File: src/rtl/wb_stage_pipe.sv
// Writeback stage: selects and formats each accepted result, buffers it in a
// 2-entry FIFO and presents it to the register-file write port in order.
module wb_stage_pipe #(
    parameter  int XLEN  = 32,
    parameter  int CNT_W = 32,
    localparam int OFFW  = $clog2(XLEN / 8)
) (
    input  logic             clk,
    input  logic             rst_n,
    input  logic             mem_valid,
    output logic             mem_ready,
    input  logic [1:0]       mem_sel,
    input  logic [2:0]       mem_funct3,
    input  logic [OFFW-1:0]  mem_off,
    input  logic [4:0]       mem_rd,
    input  logic [XLEN-1:0]  mem_alu,
    input  logic [XLEN-1:0]  mem_lmd,
    input  logic [XLEN-1:0]  mem_pc4,
    input  logic             rf_ready,
    output logic             rf_we,
    output logic [4:0]       rf_waddr,
    output logic [XLEN-1:0]  rf_wdata,
    output logic             load_err,
    output logic [CNT_W-1:0] retire_cnt
);

    localparam logic IS64 = (XLEN == 64);

    function automatic logic [XLEN-1:0] fmt_load(input logic [2:0] f3,
                                                 input logic [XLEN-1:0] lmd,
                                                 input logic [OFFW-1:0] off);
        logic [XLEN-1:0] sh;
        logic [XLEN-1:0] res;
        sh  = lmd >> {off, 3'b000};
        res = '0;
        case (f3)
            3'b000: begin res = {XLEN{sh[7]}};  res[7:0]  = sh[7:0];  end
            3'b100: res[7:0] = sh[7:0];
            3'b001: begin res = {XLEN{sh[15]}}; res[15:0] = sh[15:0]; end
            3'b101: res[15:0] = sh[15:0];
            3'b010: begin res = {XLEN{sh[31]}}; res[31:0] = sh[31:0]; end
            3'b110: res[31:0] = sh[31:0];
            3'b011: res = sh;
            default: res = '0;
        endcase
        return res;
    endfunction

    function automatic logic load_bad(input logic [2:0] f3, input logic [OFFW-1:0] off);
        logic bad;
        bad = 1'b0;
        case (f3)
            3'b000, 3'b100: bad = 1'b0;
            3'b001, 3'b101: bad = off[0];
            3'b010:         bad = (off[1:0] != 2'b00);
            3'b110:         bad = !IS64 || (off[1:0] != 2'b00);
            3'b011:         bad = !IS64 || (off != '0);
            default:        bad = 1'b1;
        endcase
        return bad;
    endfunction

    logic [XLEN-1:0]  data_q [2];
    logic [4:0]       rd_q   [2];
    logic [1:0]       vld_q, we_q, err_q;
    logic             head_q, tail_q;
    logic [1:0]       count_q, count_d;
    logic [CNT_W-1:0] retire_q;

    logic             push_s, pop_s, head_vld_s, head_we_s;
    logic             new_err_s, new_we_s;
    logic [XLEN-1:0]  new_data_s;

    // Result selection, load formatting and write/error classification at acceptance
    always_comb begin
        new_data_s = '0;
        new_err_s  = 1'b0;
        case (mem_sel)
            2'b01:   new_data_s = mem_alu;
            2'b10: begin
                new_data_s = fmt_load(mem_funct3, mem_lmd, mem_off);
                new_err_s  = load_bad(mem_funct3, mem_off);
            end
            2'b11:   new_data_s = mem_pc4;
            default: new_data_s = '0;
        endcase
        new_we_s = (mem_sel != 2'b00) && (mem_rd != 5'd0) && !new_err_s;
    end

    // Handshake, pop decision and next occupancy; non-writing heads drain without rf_ready
    always_comb begin
        mem_ready  = (count_q < 2'd2);
        push_s     = mem_valid && mem_ready;
        head_vld_s = vld_q[head_q];
        head_we_s  = head_vld_s && we_q[head_q];
        pop_s      = head_vld_s && (!we_q[head_q] || rf_ready);
        case ({push_s, pop_s})
            2'b10:   count_d = count_q + 2'd1;
            2'b01:   count_d = count_q - 2'd1;
            default: count_d = count_q;
        endcase
    end

    // Register-file port and error pulse, driven from the head entry only
    always_comb begin
        rf_we      = head_we_s;
        rf_waddr   = head_we_s ? rd_q[head_q] : 5'd0;
        rf_wdata   = head_we_s ? data_q[head_q] : '0;
        load_err   = head_vld_s && err_q[head_q];
        retire_cnt = retire_q;
    end

    // FIFO storage, pointers and retire counter
    always_ff @(posedge clk or negedge rst_n) begin
        if (!rst_n) begin
            vld_q    <= 2'b00;
            we_q     <= 2'b00;
            err_q    <= 2'b00;
            head_q   <= 1'b0;
            tail_q   <= 1'b0;
            count_q  <= 2'd0;
            retire_q <= '0;
            for (int i = 0; i < 2; i++) begin
                data_q[i] <= '0;
                rd_q[i]   <= 5'd0;
            end
        end else begin
            count_q <= count_d;
            if (pop_s) begin
                vld_q[head_q] <= 1'b0;
                head_q        <= ~head_q;
                retire_q      <= retire_q + CNT_W'(1);
            end
            if (push_s) begin
                vld_q[tail_q]  <= 1'b1;
                we_q[tail_q]   <= new_we_s;
                err_q[tail_q]  <= new_err_s;
                rd_q[tail_q]   <= mem_rd;
                data_q[tail_q] <= new_data_s;
                tail_q         <= ~tail_q;
            end
        end
    end

endmodule

File: config.mk
export PLATFORM = sky130hd
export DESIGN_NAME = wb_stage_pipe
export DESIGN_NICKNAME = d
export VERILOG_FILES = /design/src/rtl/wb_stage_pipe.sv
export SDC_FILE = /design/constraint.sdc
export NUM_CORES = 1
export LEC_CHECK = 0
export BUFFER_PORTS_ARGS = -buffer_cell sky130_fd_sc_hd__buf_2
export CORE_MARGIN = 2
export CORE_UTILIZATION = 35
export CTS_CLUSTER_DIAMETER = 40
export DETAILED_ROUTE_END_ITERATION = 8
export SYNTH_ARGS = -nofsm -noshare
export SYNTH_HDL_FRONTEND = slang
export SYNTH_SLANG_ARGS = --single-unit
File: constraint.sdc
create_clock -name clk -period 2.1 [get_ports clk]
set_input_delay 0.42 -clock clk [delete_from_list [all_inputs] [get_ports clk]]
set_output_delay 0.42 -clock clk [all_outputs]
set_load 0.03 [all_outputs]
==> results.json, run 1 <==
{
  "start_kind": "flip-flop",
  "synth_seq_cells": 116,
  "power_mw": 11.2,
  "ys_types": 43,
  "hold_viol": 0,
  "critPathCaptureType": "primary output",
  "dr.pass1.iters": 5,
  "rsz0062_at_grt": "true",
  "grt_max_degree": 56,
  "core_um2": 18800,
  "worst-setup-path-type": "reg -> out",
  "setup_ws_ps": -53.0,
  "clk_pin_slew_worst_paths_ps": 60,
  "worstPathCellList": "nor2b_4 > a22oi_2 > buf_6 > buf_12 > buf_16 > nor2_4 > buf_6",
  "period_share_pct": 103,
  "clk_path_buf_depth": 2,
  "yosysWarningCount": 0,
  "cts_hold_buf": 0,
  "grt_overflow": 0,
  "fillCellCount": 1772,
  "cap_violations": 0,
  "dieHeight_um": 143,
  "tightest_slew_ps": 650,
  "p_leak_nw": 4.41,
  "syn-instance-count": 739,
  "ys_top_cells_by_count": "dfrtp_1 (116), nand2_1 (109), nor2_1 (94)",
  "ant_nets": 0,
  "vias": 6189,
  "hold_path_class": "in -> async",
  "timing.fmax_mhz": 464,
  "die_width_um": 143,
  "grt_pass1_vias": 5941,
  "max-slew-margin-rel_pct": 56.6,
  "crit_top_cell": "buf_6",
  "vdd_drop_max_mv": 0.670,
  "cts_tree": "yes",
  "cp_slowest_cell": "dfrtp_2",
  "crit_buf_inv": 4,
  "seq_area_frac_synth_pct": 43.1,
  "synth_top_area_cell": "dfrtp_1",
  "place_hpwl_um": 14200,
  "ctsHtreeMaxLevel": 4,
  "slew_violations": 0,
  "synth_edf_count": 0,
  "via_per_inst": 5.26,
  "setup_viol": 28,
  "fin_crit_ps": 2150,
  "ios": 184,
  "drc": 0,
  "place_congestion": 0.809,
  "dp_cells": 1133,
  "io_buffers": 183,
  "synthArstFlopShare_pct": 100,
  "dieArea_um2": 20300,
  "cts.sinks": 116,
  "initial_core_util_pct": 35.8,
  "wire_per_inst_um": 17.6,
  "violations": "negative setup slack",
  "outcome": "finished, violations left",
  "num_rows": 50,
  "antenna_found_initial": 0,
  "syn_area_um2": 6730,
  "drive_above_1_share_pct": 36.5,
  "required_ps": 1680,
  "grtUsageTotal_pct": 20.6,
  "pre_cts_ws_ps": 20.5,
  "synth_top_area_share_pct": 43.1,
  "clockRootBuffer": "clkbuf_16",
  "critPathTopFamily": "buffers and inverters",
  "avgSynthCellArea_um2": 9.10,
  "ys_top_cells_by_area": "dfrtp_1 (43%), mux2i_1 (10%), nand2_1 (6.1%)",
  "power_density_nw_per_um2": 1200,
  "drt_iter0_markers": 305,
  "ys.flop_type": "dfrtp_1",
  "final_nets": 1044,
  "crit_arrival_ps": 1730,
  "synth_fp_nets": 853,
  "insertion_delay_ps": 410,
  "area_delta_synth_final_pct": 38.6,
  "skew_ps": 7.48,
  "layout.cells.non_filler": 1176,
  "cpPeakStageDelay_ps": 430,
  "totalWireLength_um": 20700,
  "tns_ps": -886,
  "synth_most_common_cell": "dfrtp_1",
  "antennaDiodeCount": 0,
  "cts_made_buffers": 17,
  "grt_pass1_wl_um": 32300,
  "path_max_fanout": 5
}
-- cells in the final DEF (no fill, tap or decap), drive strengths merged, types with 16 or more instances in the layout --
master and count:
mux2i 69, dfrtp 116, clkbuf 23, mux2 19, o21ai 36, buf 227, a221oi 16, nor2 94
xnor2 33, nand2 109, o22ai 17, a21oi 31, a31oi 24
-- power by group --
part,internal [mW],switching (mW)
sequential,3.06,0.595
combinational,2.11,2.53
clock,1.86,1.02
total,7.03,4.15
-- worst register-to-register path: stages, from the launching register on --
cell,delay [ps]
dfrtp_1,430
and4_1,320
nand3_1,130
nor4_1,450
nand4_1,170
xnor2_1,140
-- registers in the layout, indices dropped and copies added (netlist names) --
register / count
data_q: 64
retire_cnt: 32
rd_q: 10
count_q: 2
err_q: 2
vld_q: 2
we_q: 2
head_q: 1
tail_q: 1
-- final cells by class --
cell class,count,area [um2],share of cell area [%]
Sequential cell,116,2900,31.1
Clock buffer,22,484,5.19
Tap cell,234,293,3.14
Inverter,14,55.1,0.590
Timing Repair Buffer,228,1650,17.7
Multi-Input combinational cell,553,3840,41.2
Clock inverter,9,103,1.10
-- timing repair --
item	in CTS	in global routing
setup buffers	5	4
cloned	3	1
resized for setup	114	33
pin swaps	14	1
setup endpoints to repair	38	38
-- metrics by stage --
step	instance area (um2)	util (%)	hold slack (ps)
6_report	9330	49.7	3.32
5_1_grt	9330	49.7	28.2
4_1_cts	9140	48.7	1.83
3_5_place_dp	8050	42.9	437
3_3_place_gp	8050	42.9	437
2_1_floorplan	6730	-	124
-- cell families after synthesis --
kind of cell	synth area share, %
compound gates	16.3
buf+inv	4.50
xor+xnor	4.43
mux	13.5
simple gates	17.7
fa+ha+maj	0.372
flops	43.1
-- worst paths after layout --
kind / start / endpoint / slack [ps] / cells past startpoint
max: head_q / rf_wdata[25] / -50 / 7
min: rst_n / data_q[6] / 3 / 1
max reg2reg: retire_cnt[13] / retire_cnt[31] / 340 / 5
min reg2reg: retire_cnt[31] / retire_cnt[31] / 460 / 1
max in group asynchronous: rst_n / data_q[47] / 1430 / 2
min in group clk: mem_rd[2] / rd_q[2] / 240 / 3
-- metal layers --
| layer | global-route usage, % | part of all wire [%] | routed length, um |
|---|---|---|---|
| met3 | 4.36 | 5.9 | 1230 |
| met1 | 28.8 | 46 | 9580 |
| met2 | 32.3 | 46 | 9510 |
| met4 | 5.78 | 1.7 | 348 |
| met5 | 0 | 0 | 0 |
Power figures use the tool's default switching activity.
==> run 2, diff against run 1 <==
--- a/config.mk
+++ b/config.mk
@@ -8,8 +8,11 @@
 export BUFFER_PORTS_ARGS = -buffer_cell sky130_fd_sc_hd__buf_2
 export CORE_MARGIN = 2
 export CORE_UTILIZATION = 35
+export CTS_BUF_LIST = sky130_fd_sc_hd__clkbuf_2 sky130_fd_sc_hd__clkbuf_4 sky130_fd_sc_hd__clkbuf_8
 export CTS_CLUSTER_DIAMETER = 40
 export DETAILED_ROUTE_END_ITERATION = 8
+export PLACE_DENSITY = 0.64
+export SETUP_SLACK_MARGIN = 0.1
 export SYNTH_ARGS = -nofsm -noshare
 export SYNTH_HDL_FRONTEND = slang
 export SYNTH_SLANG_ARGS = --single-unit
==> results.json, run 2 (same netlist as run 1, synthesis figures left out) <==
{
  "dieHeight_um": 143,
  "vias": 6156,
  "wire_per_inst_um": 17.0,
  "antenna_found_initial": 0,
  "swShare_pct": 37.9,
  "fin_crit_ps": 2220,
  "grtUsageTotal_pct": 20.1,
  "clk_path_buf_depth": 2,
  "io_buffers": 183,
  "p_switching_mw": 3.94,
  "grt_pass1_wl_um": 31700,
  "cts_tree": "yes",
  "p_leak_nw": 4.38,
  "period_share_pct": 106,
  "max-slew-margin-rel_pct": 57.3,
  "drt_iter0_markers": 340,
  "rr_endpoint": "retire_cnt[15]",
  "final_common_cell": "buf_2",
  "crit_top_cell": "buf_12",
  "r2r_slack_ps": 310,
  "worst-setup-path-type": "reg -> out",
  "final_nets": 1047,
  "outcome": "finished, violations left",
  "skew_ps": 11.5,
  "timing.fmax_mhz": 449,
  "min_from": "mem_rd[0]",
  "dp_cells": 1132,
  "setup_ws_ps": -125,
  "path_max_fanout": 8,
  "cap_violations": 0,
  "initial_core_util_pct": 35.8,
  "dieArea_um2": 20300,
  "ant_nets": 0,
  "r2r-start": "head_q",
  "critPathLaunch": "head_q",
  "hold_depth": 3,
  "cp_slowest_cell": "dfrtp_2",
  "clockPowerShare_pct": 22.4,
  "place_congestion": 0.849,
  "dr.pass1.iters": 5,
  "required_ps": 1680,
  "drive_above_1_share_pct": 36.4,
  "pre_cts_ws_ps": -11.3,
  "layout_common_cells": "buf_2 (152), dfrtp_1 (115), nand2_1 (109)",
  "antennaDiodeCount": 0,
  "clockRootBuffer": "clkbuf_8",
  "cpPeakStageDelay_ps": 430,
  "die_width_um": 143,
  "ios": 184,
  "via_per_inst": 5.22,
  "critPathCaptureType": "primary output",
  "hold_viol": 0,
  "grt_max_degree": 56,
  "layout.cells.non_filler": 1180,
  "place_hpwl_um": 14100,
  "power_density_nw_per_um2": 1140,
  "crit_buf_inv": 4,
  "ctsHtreeMaxLevel": 4,
  "num_rows": 50,
  "slew_violations": 0,
  "totalWireLength_um": 20100,
  "area_delta_synth_final_pct": 35.7,
  "rsz0062_at_grt": "true",
  "violations": "negative setup slack",
  "clk_pin_slew_worst_paths_ps": 70,
  "seqPwrFrac_pct": 34.5,
  "worstPathCellList": "and2_4 > a22oi_2 > buf_12 > buf_12 > buf_12 > nor2_2 > buf_6",
  "cts_made_buffers": 17,
  "grt_pass1_vias": 6017,
  "setup_viol": 38,
  "vdd_drop_max_mv": 0.572,
  "top_register": "data_q",
  "combPwrFrac_pct": 43.0,
  "insertion_delay_ps": 440,
  "tightest_slew_ps": 640,
  "internal_power_mw": 6.46,
  "rr_worst_depth": 8,
  "critPathTopFamily": "buffers and inverters",
  "crit_arrival_ps": 1800,
  "grt_overflow": 0,
  "hold_path_class": "in -> reg",
  "worstHoldEndpoint": "rd_q[0]",
  "start_kind": "flip-flop",
  "cts.sinks": 116,
  "drc": 0,
  "core_um2": 18800,
  "largest_reg_flops": 64
}
## run 2: per-stage QoR
| stage | TNS, ps | utilization (%) | area, um2 | power (mW) | hold WS, ps |
|---|---|---|---|---|---|
| after floorplan | 0 | - | 6730 | 6.06 | 124 |
| after global placement | 0 | 42.9 | 8050 | 7.13 | 382 |
| after detailed placement | -11.3 | 42.9 | 8050 | 7.21 | 383 |
| after CTS | -5080 | 48.3 | 9060 | 10.3 | 173 |
| after global routing | -6960 | 48.6 | 9130 | 11.1 | 176 |
| final | -3380 | 48.6 | 9130 | 10.4 | 201 |
## run 2: cell type report
cell class / count / area, um2
Fill cell: 1746 / 9640
Multi-Input combinational cell: 553 / 3730
Sequential cell: 116 / 2900
Timing Repair Buffer: 231 / 1700
Tap cell: 234 / 293
Clock buffer: 20 / 269
Clock inverter: 12 / 179
Inverter: 14 / 55.1
## run 2: worst max-delay path by stage
stage	depth (start not counted)	end	slack, ps
finish	7	rf_wdata[4]	-120
CTS	7	rf_wdata[4]	-160
floorplan	6	rf_wdata[12]	80
global placement	6	data_q[21]	30
global route	6	rf_waddr[4]	-220
detailed placement	6	data_q[18]	-10
## run 2: what timing repair did
| action | 4_1_cts | 5_1_grt |
|---|---|---|
| hold endpoints to repair | 21 | 0 |
| setup buffers | 11 | 2 |
| gates cloned | 2 | 1 |
| setup endpoints to repair | 38 | 39 |
| pin swaps | 3 | 6 |
| hold buffers | 1 | 0 |
| gates resized for setup | 116 | 13 |
## run 2: power by group through the flow
stage	clock (mW)	sequential, mW	combinational, mW
2_1_floorplan	0	3.53	2.53
3_3_place_gp	0	3.54	3.59
3_5_place_dp	0	3.57	3.64
4_1_cts	2.38	3.56	4.35
5_1_grt	2.49	3.71	4.87
6_report	2.33	3.59	4.48
## run 2: worst register-to-register path, cell delays in order, from the launching register on
cell and delay (ps):
dfrtp_2 430, nor2b_4 130, buf_4 120, a22oi_1 100
buf_4 170, nor3_1 200, buf_4 230, nand4_1 150
xnor2_1 150
## run 2: layer usage
layer,global-route usage (%),vias up,part of all wire (%)
li1,-,2995,-
met1,27.3,2917,45
met2,32.9,226,48
met3,3.92,18,5.6
met4,5.11,0,1.1
met5,0,-,0
